===== config.mk =====
export PLATFORM = sky130hd
export DESIGN_NAME = uart_rx_core_flat
export DESIGN_NICKNAME = d
export VERILOG_FILES = /design/src/rtl/uart_rx_core_if.sv /design/src/rtl/uart_rx_core.sv /design/src/flat_wrapper.sv
export SDC_FILE = /design/constraint.sdc
export NUM_CORES = 1
export LEC_CHECK = 0
export ABC_CLOCK_PERIOD_IN_PS = 5200
export CAP_MARGIN = 15
export CORE_MARGIN = 4
export CORE_UTILIZATION = 25
export CTS_BUF_LIST = sky130_fd_sc_hd__clkbuf_2
export CTS_CLUSTER_SIZE = 28
export DETAILED_ROUTE_END_ITERATION = 7
export SETUP_SLACK_MARGIN = 0.02
export SYNTH_ARGS = -nofsm -noshare
export SYNTH_HDL_FRONTEND = slang
export SYNTH_SLANG_ARGS = --single-unit

===== constraint.sdc =====
create_clock -name clk_i -period 5.2 [get_ports clk_i]
set_clock_uncertainty 0.15 [all_clocks]
set_input_delay 1.3 -clock clk_i [delete_from_list [all_inputs] [get_ports clk_i]]
set_output_delay 1.3 -clock clk_i [all_outputs]
set_load 0.005 [all_outputs]

===== src/rtl/uart_rx_core_if.sv =====
// Signal bundle between the UART receive engine and its environment
// (line, enable, divisor, FIFO flag in; byte, strobes, status out).
interface uart_rx_if;
  logic        rx_en_i;
  logic [15:0] clks_per_bit_i;
  logic        rx_i;
  logic        fifo_full_i;
  logic [7:0]  data_o;
  logic        wr_en_o;
  logic        frame_err_o;
  logic        overrun_o;
  logic        busy_o;

  modport master (
    output rx_en_i, clks_per_bit_i, rx_i, fifo_full_i,
    input  data_o, wr_en_o, frame_err_o, overrun_o, busy_o
  );

  modport slave (
    input  rx_en_i, clks_per_bit_i, rx_i, fifo_full_i,
    output data_o, wr_en_o, frame_err_o, overrun_o, busy_o
  );
endinterface


===== src/rtl/uart_rx_core.sv =====
// 8N1 UART receive engine: synchronises rx, deserialises LSB-first frames and
// emits one-cycle write / framing-error / overrun pulses toward the RX FIFO.
module uart_rx_core (
  input  logic      clk_i,
  input  logic      rst_i,
  uart_rx_if.slave  bus
);

  typedef enum logic [1:0] {IDLE, START, DATA, STOP} state_t;

  state_t      state_reg;
  logic        s1_reg, s2_reg, prev_reg;
  logic [15:0] cnt_reg;
  logic [15:0] div_reg;
  logic [2:0]  idx_reg;
  logic [7:0]  shift_reg;
  logic [7:0]  data_reg;
  logic        wr_en_reg, frame_err_reg, overrun_reg, busy_reg;

  logic        fall_edge;
  logic [15:0] div_clamped;
  logic [15:0] half_tgt;
  logic [15:0] bit_tgt;

  assign fall_edge   = ~s2_reg & prev_reg;
  assign div_clamped = (bus.clks_per_bit_i < 16'd4) ? 16'd4 : bus.clks_per_bit_i;
  // START is entered one cycle after the edge is visible on s2, so the
  // half-bit target is shortened by one to land the sample mid start bit.
  assign half_tgt    = (div_reg >> 1) - 16'd2;
  assign bit_tgt     = div_reg - 16'd1;

  always_ff @(posedge clk_i or posedge rst_i) begin
    if (rst_i) begin
      s1_reg        <= 1'b1;
      s2_reg        <= 1'b1;
      prev_reg      <= 1'b1;
      state_reg     <= IDLE;
      cnt_reg       <= 16'd0;
      div_reg       <= 16'd4;
      idx_reg       <= 3'd0;
      shift_reg     <= 8'd0;
      data_reg      <= 8'd0;
      wr_en_reg     <= 1'b0;
      frame_err_reg <= 1'b0;
      overrun_reg   <= 1'b0;
      busy_reg      <= 1'b0;
    end else begin
      s1_reg        <= bus.rx_i;
      s2_reg        <= s1_reg;
      prev_reg      <= s2_reg;
      wr_en_reg     <= 1'b0;
      frame_err_reg <= 1'b0;
      overrun_reg   <= 1'b0;

      if (!bus.rx_en_i) begin
        state_reg <= IDLE;
        cnt_reg   <= 16'd0;
        idx_reg   <= 3'd0;
        busy_reg  <= 1'b0;
      end else begin
        case (state_reg)
          IDLE: begin
            if (fall_edge) begin
              state_reg <= START;
              cnt_reg   <= 16'd0;
              div_reg   <= div_clamped;
              busy_reg  <= 1'b1;
            end
          end
          START: begin
            if (cnt_reg == half_tgt) begin
              cnt_reg <= 16'd0;
              if (!s2_reg) begin
                state_reg <= DATA;
                idx_reg   <= 3'd0;
              end else begin
                state_reg <= IDLE;
                busy_reg  <= 1'b0;
              end
            end else begin
              cnt_reg <= cnt_reg + 16'd1;
            end
          end
          DATA: begin
            if (cnt_reg == bit_tgt) begin
              cnt_reg   <= 16'd0;
              shift_reg <= {s2_reg, shift_reg[7:1]};
              idx_reg   <= idx_reg + 3'd1;
              if (idx_reg == 3'd7)
                state_reg <= STOP;
            end else begin
              cnt_reg <= cnt_reg + 16'd1;
            end
          end
          STOP: begin
            if (cnt_reg == bit_tgt) begin
              cnt_reg   <= 16'd0;
              state_reg <= IDLE;
              busy_reg  <= 1'b0;
              if (!s2_reg) begin
                frame_err_reg <= 1'b1;
              end else if (bus.fifo_full_i) begin
                overrun_reg <= 1'b1;
              end else begin
                data_reg  <= shift_reg;
                wr_en_reg <= 1'b1;
              end
            end else begin
              cnt_reg <= cnt_reg + 16'd1;
            end
          end
          default: begin
            state_reg <= IDLE;
            busy_reg  <= 1'b0;
          end
        endcase
      end
    end
  end

  assign bus.data_o      = data_reg;
  assign bus.wr_en_o     = wr_en_reg;
  assign bus.frame_err_o = frame_err_reg;
  assign bus.overrun_o   = overrun_reg;
  assign bus.busy_o      = busy_reg;

endmodule

===== src/flat_wrapper.sv =====
// flat-port wrapper written by rule: the top's interface ports become plain ports
module uart_rx_core_flat 
  (clk_i, rst_i, bus_rx_en_i, bus_clks_per_bit_i, bus_rx_i, bus_fifo_full_i, bus_data_o, bus_wr_en_o, bus_frame_err_o, bus_overrun_o, bus_busy_o);
  uart_rx_if bus_i ();
  input  logic clk_i;
  input  logic rst_i;
  input wire logic [$bits(bus_i.rx_en_i)-1:0] bus_rx_en_i;
  input wire logic [$bits(bus_i.clks_per_bit_i)-1:0] bus_clks_per_bit_i;
  input wire logic [$bits(bus_i.rx_i)-1:0] bus_rx_i;
  input wire logic [$bits(bus_i.fifo_full_i)-1:0] bus_fifo_full_i;
  output wire logic [$bits(bus_i.data_o)-1:0] bus_data_o;
  output wire logic [$bits(bus_i.wr_en_o)-1:0] bus_wr_en_o;
  output wire logic [$bits(bus_i.frame_err_o)-1:0] bus_frame_err_o;
  output wire logic [$bits(bus_i.overrun_o)-1:0] bus_overrun_o;
  output wire logic [$bits(bus_i.busy_o)-1:0] bus_busy_o;
  assign bus_i.rx_en_i = bus_rx_en_i;
  assign bus_i.clks_per_bit_i = bus_clks_per_bit_i;
  assign bus_i.rx_i = bus_rx_i;
  assign bus_i.fifo_full_i = bus_fifo_full_i;
  assign bus_data_o = bus_i.data_o;
  assign bus_wr_en_o = bus_i.wr_en_o;
  assign bus_frame_err_o = bus_i.frame_err_o;
  assign bus_overrun_o = bus_i.overrun_o;
  assign bus_busy_o = bus_i.busy_o;
  uart_rx_core u_core (.clk_i(clk_i), .rst_i(rst_i), .bus(bus_i));
endmodule

==> out/metrics.yaml, run 1 <==
cts_buffer_depth: 2
die_area_um2: 16800
initial_core_util: 0.255
synth_fp_nets: 411
rows: 44
tightest_slew_ns: 0.706
ys_seq_area_frac: 0.406
timing.final.crit_share: 0.826
grt_max_degree: 33
hold_slack_ns: 0.218
finalWorstSetupSlack_ns: 0.904
antennaDiodeCount: 0
critical_path_required_ns: 5.45
port_buffers: 32
fmaxAchievable_mhz: 233
drv_cap: 0
cts_sinks: 60
ctsResizeCount: 0
grt_usage: 0.116
reg2reg_depth: 10
die_y_um: 130
cts-htree-levels: 3
core-area_um2: 14500
syn_inst: 385
setup_tns_ns: 0
numCtsBuffers: 9
hp-class: "reg2reg"
syn_area_per_cell_um2: 9.63
dp_hpwl_um: 7060
finish.instance_area_um2: 4330
fillers: 1550
place_congestion: 1.04
ys_types: 61
drive_gt1_frac: 0.156
path_max_fanout: 9
root_buffer: "clkbuf_2"
placed_area_um2: 4200
cts-hold-fix-buffers: 0
drcViolationCount: 0
area_growth_pct: 16.9
wire_per_inst_um: 15.6
cts_setup_buffers: 0
drt-pass1-iter-count: 5
synthArstFlopShare: 1.00
slew_headroom: 0.529
grt_remaining_overflow: 0
crit_type: "reg2reg"
worst_ep_arrival_time_ns: 4.55
clock_latency_ns: 0.50
start_kind: "flip-flop"
ios: 33
synth_edf_count: 0
cts_tree: "done"
slew_viol_final: 0
yosys_most_used_dff: "dfrtp_1"
ir_drop_uv: 184
hold_viol_final: 0
ys_ff_latch: 60
power.density_nw_per_um2: 421
p_leak_nw: 1.77
antenna_found_initial: 0
cp-end-kind: "flip-flop"
synth_area_um2: 3710
nets: 437
min_path_cells: 0
path_clk_slew_ns: 0.20
route.vias.total: 3006
final_core_util: 0.298
grt_pass1_wl_um: 15600
die_x_um: 130
viasPerCell: 5.01
setup_viol: 0
fin_crit_ns: 4.30
rsz0062_at_grt: "false"
postRouteAntennaNets: 0
drt_iter0_markers: 150
postRouteWirelength_um: 9390
status: "finished clean"
place_ws_ns: 0.971
first_global_vias: 3010
yosysWarnings: 0
## cell usage in the layout (no fill, tap or decap), types with 3 or more instances in the layout
cell type / count
and2_1: 3
clkbuf_2: 10
a31oi_1: 4
and3_1: 5
or2_2: 3
nor3_1: 16
dfstp_2: 4
nor4b_1: 3
or3_1: 3
xor2_1: 31
o21ai_0: 10
nand4_1: 16
nor4_1: 6
o31ai_1: 3
or4_1: 4
buf_4: 5
nand2_1: 24
nand3_1: 11
nor2_1: 39
a21oi_1: 5
ha_1: 5
dfrtp_1: 56
xnor2_1: 20
mux2_2: 29
nor2b_1: 6
inv_1: 13
clkdlybuf4s50_1: 32
## worst max-delay path, cell delays in order, from the launching register on
cell,delay (ns)
dfrtp_1,0.49
inv_1,0.08
ha_1,0.28
nor4b_1,0.54
nand3_1,0.18
xnor2_1,0.20
or4_1,0.53
or4b_1,0.54
or2_4,0.28
nor4b_4,0.52
mux2_2,0.40
## metrics by stage
step,cells,total power (W)
after floorplan,385,0.00127
after global placement,584,0.00145
after detailed placement,584,0.00147
after CTS,600,0.00182
after global routing,600,0.00195
final,600,0.00182
## synth_stat cells, types with 2 or more instances
master	count	area, um^2
dfstp_2	4	105
a32o_1	2	20.0
nand2_1	24	90.1
or4_1	4	30.0
a21oi_1	5	25.0
nand3_1	11	55.1
nand4_1	16	100
a211oi_1	2	15.0
buf_2	10	50.1
nor3_1	16	80.1
nor3b_1	2	15.0
xnor2_1	20	175
a22o_1	2	17.5
dfrtp_1	56	1400
and2_1	3	18.8
o21ai_0	10	50.1
and3_1	5	31.3
inv_1	14	52.6
o22ai_1	2	12.5
nor4_1	6	37.5
nor2b_1	6	37.5
o21a_1	2	15.0
mux2_2	29	327
nor4b_1	3	26.3
nor4_2	2	25.0
nand2b_1	2	12.5
a31oi_1	4	25.0
o31ai_1	3	22.5
xor2_1	31	272
o41ai_1	2	17.5
clkbuf_1	10	37.5
ha_1	5	62.6
nor2_1	39	146
or3_1	3	18.8
and4_1	2	17.5
or2_2	3	18.8
## layer usage
| layer | share of wire | GRT usage | wire length [um] | vias to the layer above |
|---|---|---|---|---|
| li1 | - | - | - | 1427 |
| met1 | 0.45 | 0.151 | 4200 | 1462 |
| met2 | 0.48 | 0.190 | 4500 | 96 |
| met3 | 0.049 | 0.0254 | 457 | 21 |
| met4 | 0.025 | 0.0391 | 238 | 0 |
| met5 | 0 | 0 | 0 | - |
## layout make-up
cell class / instances / area [um^2] / share of cell area
clock buffer: 10 / 50.0 / 0.0115
tap: 184 / 230 / 0.0531
timing repair buffer: 37 / 358 / 0.0826
clock inverter: 6 / 88.8 / 0.0205
sequential: 60 / 1510 / 0.348
inverter: 14 / 52.6 / 0.0121
multi-input combinational: 289 / 2050 / 0.473
## cell families (layout without fill, tap and decap cells)
| logic type | after synthesis | count (layout) | share of synthesized area |
|---|---|---|---|
| simple gates | 156 | 156 | 0.234 |
| compound gates | 47 | 47 | 0.0901 |
| buf+inv | 36 | 67 | 0.0412 |
| xor+xnor | 51 | 51 | 0.120 |
| fa+ha+maj | 5 | 5 | 0.0169 |
| flops | 60 | 60 | 0.406 |
| mux | 30 | 30 | 0.0911 |
## final timing paths
check,from,endpoint,slack (ns)
worst max-delay path,u_core.div_reg[0],u_core.bus.data_o[7],0.90
worst min-delay path,u_core.s1_reg,u_core.s2_reg,0.22
worst max register to register,u_core.div_reg[0],u_core.bus.data_o[7],0.90
worst min register to register,u_core.s1_reg,u_core.s2_reg,0.22
max in group asynchronous,rst_i,u_core.div_reg[2],2.95
min in group asynchronous,rst_i,u_core.cnt_reg[3],1.08
## power breakdown
group	leakage, nW	internal, W	total [W]	switching (W)
registers	0.792	0.000547	0.000729	0.000182
clock network	0.0798	0.000161	0.000347	0.000186
logic	0.902	0.000330	0.000747	0.000417
total	1.77	0.00104	0.00182	0.000785
(Power assumes the default switching activity.)
==> run 2, diff against run 1 <==
--- a/config.mk
+++ b/config.mk
@@ -5,7 +5,7 @@
 export SDC_FILE = /design/constraint.sdc
 export NUM_CORES = 1
 export LEC_CHECK = 0
-export ABC_CLOCK_PERIOD_IN_PS = 5200
+export ABC_CLOCK_PERIOD_IN_PS = 3500
 export CAP_MARGIN = 15
 export CORE_MARGIN = 4
 export CORE_UTILIZATION = 25
==> constraint.sdc (replaced) <==
create_clock -name clk_i -period 3.5 [get_ports clk_i]
set_clock_uncertainty 0.15 [all_clocks]
set_input_delay 0.875 -clock clk_i [delete_from_list [all_inputs] [get_ports clk_i]]
set_output_delay 0.875 -clock clk_i [all_outputs]
set_load 0.005 [all_outputs]
==> run 2 against run 1 <==
  * The flow now finishes with violations (setup timing)
  * Non-clock buffer count is 61 higher
  * Clock power up 11%
  * Final area up 14%
  * Sequential share of layout area fell by 4.3 points
  * Critical path type unchanged
==> out/metrics.yaml, run 2 (synthesis gave the netlist of run 1 again) <==
status: "finished with violations"  # was finished clean
violations: "setup timing"
cp-end-kind: "flip-flop"  # unchanged
slew_headroom: 0.536  # was 0.529
place_congestion: 0.887  # was 1.04
cts_buffer_depth: 2  # unchanged
antennaDiodeCount: 0  # unchanged
ios: 33  # unchanged
numCtsBuffers: 9  # unchanged
ir_drop_uv: 313  # was 184 uV
grt_use_met3: 0.0237  # was 0.0254
tightest_slew_ns: 0.692  # was 0.706 ns
cts_sinks: 60  # unchanged
drive_gt1_frac: 0.308  # was 0.156
path_max_fanout: 4  # was 9
path_clk_slew_ns: 0.20  # about the same
critical_path.max_stage_delay_ns: 0.51  # was 0.54 ns
first_global_vias: 3278  # was 3010
dp_hpwl_um: 7740  # was 7060 um
cp_top_family: "simple AND/OR/NAND/NOR gates"  # unchanged
rows: 44  # unchanged
finish.instance_area_um2: 4960  # was 4330 um^2
viasPerCell: 4.91  # was 5.01
worst_ep_arrival_time_ns: 3.90  # was 4.55 ns
area_growth_pct: 33.8  # was 16.9%
cp_cell_sequence: "inv_2 > ha_4 > nor4b_4 > nand3_2 > xnor2_2 > or4_1 > or4b_4 > or2_4 > nor4b_4 > buf_4 > mux2_4"  # was inv_1 > ha_1 > nor4b_1 > nand3_1 > xnor2_1 > or4_1 > or4b_1 > or2_4 > nor4b_4 > mux2_2
hp-class: "reg2reg"  # unchanged
power.density_nw_per_um2: 638  # was 421 nW/um^2
postRouteAntennaNets: 0  # unchanged
wire_per_inst_um: 15.6  # about the same
drcViolationCount: 0  # unchanged
setup_viol: 8  # was 0
final_common_cell: "buf_4"  # was dfrtp_1
p_leak_nw: 2.12  # was 1.77 nW
critPathBufInv: 2  # was 1
cts-htree-levels: 3  # unchanged
port_buffers: 32  # unchanged
die_area_um2: 16800  # unchanged
setup_tns_ns: -0.929  # was 0 ns
seq_area_um2: 1510  # about the same
drt-pass1-iter-count: 4  # was 5
use_met1: 0.166  # was 0.151
drt_iter0_markers: 112  # was 150
nets: 498  # was 437
hold_viol_final: 0  # unchanged
grt_remaining_overflow: 0  # unchanged
total_power_w: 0.00317  # was 0.00182 W
route.vias.total: 3243  # was 3006
crit_type: "reg2reg"  # unchanged
fillers: 1520  # was 1550
met2_usage: 0.207  # was 0.190
crit_top_cell: "nor4b_4"
die_x_um: 130  # unchanged
postRouteWirelength_um: 10300  # was 9390 um
fmaxAchievable_mhz: 276  # was 233 MHz
grt_max_degree: 36  # was 33
drv_cap: 0  # unchanged
finalWorstSetupSlack_ns: -0.128  # was 0.904 ns
antenna_found_initial: 0  # unchanged
grt_pass1_wl_um: 16900  # was 15600 um
fin_crit_ns: 3.63  # was 4.30 ns
placed_area_um2: 4660  # was 4200 um^2
core-area_um2: 14500  # unchanged
crit_cells: 11  # was 10
slew_viol_final: 0  # unchanged
final_core_util: 0.341  # was 0.298
reg2reg_depth: 11  # was 10
layout_common_cells: "buf_4, dfrtp_1, nor2_1"  # was dfrtp_1, nor2_1, clkdlybuf4s50_1
initial_core_util: 0.255  # unchanged
root_buffer: "clkbuf_2"  # unchanged
die_y_um: 130  # unchanged
start_kind: "flip-flop"  # unchanged
rsz0062_at_grt: "true"  # was false
grt_busiest_layer: "met2"  # unchanged
grt_usage: 0.125  # was 0.116
min_path_cells: 0  # unchanged
timing.final.crit_share: 1.04  # was 0.826
cts_tree: "done"  # unchanged
worst_path_max_delay_cell: "or4b_4"  # was nor4b_1
clock_latency_ns: 0.51  # was 0.50 ns
multiInputGateArea_um2: 2220  # was 2050 um^2
critical_path_required_ns: 3.78  # was 5.45 ns
## run 2: cell count changes in the layout (fill, tap and decap cells not counted), moves of 3 or more
cell / change
mux2_2: -7
mux2_4: +8
buf_4: +56
buf_6: +3
## run 2: final cells by class
cell class | count | area share
Timing Repair Buffer | 98 | 0.172
Multi-Input combinational cell | 289 | 0.447
Clock buffer | 9 | 0.00908
Clock inverter | 7 | 0.0106
Sequential cell | 60 | 0.304
Tap cell | 184 | 0.0464
Inverter | 14 | 0.0111
## run 2: path summary, 6_finish.rpt
path                                        start                    to  slack [ns]
max in group asynchronous                   rst_i     u_core.div_reg[2]        1.99
worst max register to register  u_core.div_reg[3]  u_core.bus.data_o[4]       -0.13
worst min register to register      u_core.s1_reg         u_core.s2_reg        0.22
worst max-delay path            u_core.div_reg[3]  u_core.bus.data_o[4]       -0.13
worst min-delay path                u_core.s1_reg         u_core.s2_reg        0.22
min in group asynchronous                   rst_i     u_core.bus.busy_o        0.57
## run 2: per-layer routing
metal,share of wire,up-vias
met1,0.46,1617
met2,0.49,63
met4,0.015,0
met5,0,-
li1,-,1549
met3,0.033,14
## run 2: power by group
group          leakage (nW)  internal, W  switching (W)
Sequential            0.790     0.000816       0.000190
Combinational          1.26     0.000879       0.000897
Clock                0.0622    0.0000969       0.000288
Total                  2.12      0.00179        0.00138
## run 2: stage by stage
step                std cells  worst slack (ns)  hold WS, ns
global placement          635           -0.0820        0.198
detailed placement        635            -0.168        0.198
floorplan                 385            -0.171        0.195
global route              661            -0.224        0.235
finish                    661            -0.128        0.224
CTS                       657           -0.0506        0.222
## run 2: repair_timing
item | in CTS | in global routing
cloned | 1 | 1
hold buffers | 0 | 0
endpoints found under the setup margin | 22 | 24
buffers inserted | 5 | 3
gates resized for setup | 16 | 16
pin swaps | 11 | 7
==> run 3, diff against run 2 <==
--- a/config.mk
+++ b/config.mk
@@ -5,7 +5,7 @@
 export SDC_FILE = /design/constraint.sdc
 export NUM_CORES = 1
 export LEC_CHECK = 0
-export ABC_CLOCK_PERIOD_IN_PS = 3500
+export ABC_CLOCK_PERIOD_IN_PS = 4400
 export CAP_MARGIN = 15
 export CORE_MARGIN = 4
 export CORE_UTILIZATION = 25
==> constraint.sdc (replaced) <==
create_clock -name clk_i -period 4.4 [get_ports clk_i]
set_clock_uncertainty 0.15 [all_clocks]
set_input_delay 1.1 -clock clk_i [delete_from_list [all_inputs] [get_ports clk_i]]
set_output_delay 1.1 -clock clk_i [all_outputs]
set_load 0.005 [all_outputs]
==> run 3 against run 2 <==
  * The flow now finishes without violations
  * Count of clock-buffer cells in the layout unchanged
  * First-iteration DRC count increased by 84%
  * Worst setup slack improved by 0.46 ns
  * Combinational power decreased by 52%
  * Critical endpoint is now u_core.bus.data_o[2]
==> out/metrics.yaml, run 3 (synthesis gave the netlist of run 1 again) <==
drive_gt1_frac: 0.163  # was 0.308
hold_viol_final: 0  # unchanged
cts_tree: "done"  # unchanged
port_buffers: 32  # unchanged
power.density_nw_per_um2: 488  # was 638 nW/um^2
wire_per_inst_um: 15.6  # about the same
die_y_um: 130  # unchanged
initial_core_util: 0.255  # unchanged
cp-end-kind: "flip-flop"  # unchanged
final_common_cell: "dfrtp_1"  # was buf_4
start_kind: "flip-flop"  # unchanged
cp_cell_sequence: "inv_1 > ha_1 > nor4b_2 > nand3_1 > xnor2_1 > or4_1 > or4b_1 > or2_4 > nor4b_4 > buf_4 > mux2_2"  # was inv_2 > ha_4 > nor4b_4 > nand3_2 > xnor2_2 > or4_1 > or4b_4 > or2_4 > nor4b_4 > buf_4 > mux2_4
grt_pass1_wl_um: 15700  # was 16900 um
first_global_vias: 3063  # was 3278
cts_sinks: 60  # unchanged
final_core_util: 0.298  # was 0.341
met2_usage: 0.197  # was 0.207
cts-hold-fix-buffers: 0  # unchanged
place_congestion: 0.945  # was 0.887
drt_iter0_markers: 206  # was 112
grt_remaining_overflow: 0  # unchanged
final_cells: 602  # was 661
grt_busiest_layer: "met2"  # unchanged
grt_max_degree: 45  # was 36
antennaDiodeCount: 0  # unchanged
die_x_um: 130  # unchanged
fin_crit_ns: 4.07  # was 3.63 ns
min_path_cells: 0  # unchanged
rsz0062_at_grt: "false"  # was true
fillers: 1536  # was 1520
cts-htree-levels: 3  # unchanged
r2r-start: "u_core.div_reg[3]"  # unchanged
critical_path_required_ns: 4.66  # was 3.78 ns
ir_drop_uv: 195  # was 313 uV
viasPerCell: 4.92  # was 4.91
p_leak_nw: 1.78  # was 2.12 nW
postRouteAntennaNets: 0  # unchanged
min_to: "u_core.s2_reg"  # unchanged
critical_path.max_stage_delay_ns: 0.55  # was 0.51 ns
area_growth_pct: 16.8  # was 33.8%
status: "finished clean"  # was finished with violations
path_max_fanout: 9  # was 4
placed_area_um2: 4210  # was 4660 um^2
route.vias.total: 2963  # was 3243
worst_ep_arrival_time_ns: 4.33  # was 3.90 ns
numCtsBuffers: 9  # unchanged
grt_usage: 0.117  # was 0.125
use_met1: 0.149  # was 0.166
rows: 44  # unchanged
path_clk_slew_ns: 0.20  # about the same
crit_type: "reg2reg"  # unchanged
fmaxAchievable_mhz: 246  # was 276 MHz
holdCritStartpoint: "u_core.s1_reg"  # unchanged
timing.final.crit_share: 0.925  # was 1.04
grt_use_met3: 0.0299  # was 0.0237
drt-pass1-iter-count: 4  # unchanged
postRouteWirelength_um: 9390  # was 10300 um
dp_hpwl_um: 7210  # was 7740 um
die_area_um2: 16800  # unchanged
cts_setup_buffers: 0  # was 5
finish.instance_area_um2: 4330  # was 4960 um^2
root_buffer: "clkbuf_2"  # unchanged
tightest_slew_ns: 0.874  # was 0.692 ns
worst_path_max_delay_cell: "or4b_1"  # was or4b_4
slew_viol_final: 0  # unchanged
rrSetupSlack_ns: 0.33  # was -0.13 ns
ctsResizeCount: 0  # was 16
hp-class: "reg2reg"  # unchanged
layout_common_cells: "dfrtp_1, nor2_1, clkdlybuf4s50_1"  # was buf_4, dfrtp_1, nor2_1
dp_cells: 586  # was 635
clock_latency_ns: 0.52  # was 0.51 ns
nets: 439  # was 498
multiInputGateArea_um2: 2050  # was 2220 um^2
antenna_found_initial: 0  # unchanged
reg2reg_depth: 11  # unchanged
core-area_um2: 14500  # unchanged
timing.rr.end: "u_core.bus.data_o[2]"  # was u_core.bus.data_o[4]
slew_headroom: 0.417  # was 0.536
drcViolationCount: 0  # unchanged
ios: 33  # unchanged
drv_cap: 0  # unchanged
cts_buffer_depth: 2  # unchanged
setup_viol: 0  # was 8
setup_tns_ns: 0  # was -0.929 ns
seq_area_um2: 1510  # about the same
## run 3: changes by cell type in the layout (fill, tap and decap cells not counted), sizes merged
cell	previous run	this run
clkinvlp	1	0
bufinv	0	1
buf	66	7
## run 3: worst max-delay path by stage
stage	startpoint	to	slack, ns	cells after the start
CTS	u_core.div_reg[0]	u_core.bus.data_o[2]	0.36	11
detailed placement	u_core.div_reg[0]	u_core.bus.data_o[2]	0.39	11
floorplan	u_core.div_reg[2]	u_core.bus.data_o[0]	0.58	11
finish	u_core.div_reg[3]	u_core.bus.data_o[2]	0.33	11
global route	u_core.div_reg[0]	u_core.bus.data_o[7]	0.05	11
global placement	u_core.div_reg[0]	u_core.bus.data_o[1]	0.50	11
## run 3: stage by stage
stage / hold slack (ns) / total power (W) / worst slack (ns)
2_1_floorplan: 0.195 / 0.00150 / 0.575
3_3_place_gp: 0.199 / 0.00174 / 0.498
3_5_place_dp: 0.199 / 0.00175 / 0.389
4_1_cts: 0.223 / 0.00212 / 0.363
5_1_grt: 0.230 / 0.00228 / 0.0500
6_report: 0.220 / 0.00211 / 0.330
## run 3: cell type report
cell class / count / area share
multi-input combinational: 289 / 0.473
sequential: 60 / 0.348
timing repair buffer: 39 / 0.0861
tap: 184 / 0.0532
clock inverter: 7 / 0.0173
inverter: 14 / 0.0121
clock buffer: 9 / 0.0104
## run 3: metal layers
layer	routed length (um)	share of wire
met3	383	0.041
met4	188	0.020
met5	0	0
met2	4620	0.49
met1	4200	0.45
## run 3: report_power, final
| group | switching [W] | internal, W | total (W) |
|---|---|---|---|
| clock | 0.000228 | 0.000134 | 0.000362 |
| combinational | 0.000473 | 0.000390 | 0.000863 |
| sequential | 0.000244 | 0.000646 | 0.000890 |
## run 3: critical path: cells and delay by family (launching register included)
family	cells	cell delay (ns)
multiplexers	1	0.35
flip-flops	1	0.50
XOR/XNOR	1	0.20
adder cells (fa/ha/maj)	1	0.29
AND/OR/NAND/NOR	6	2.17
buffers and inverters	2	0.31
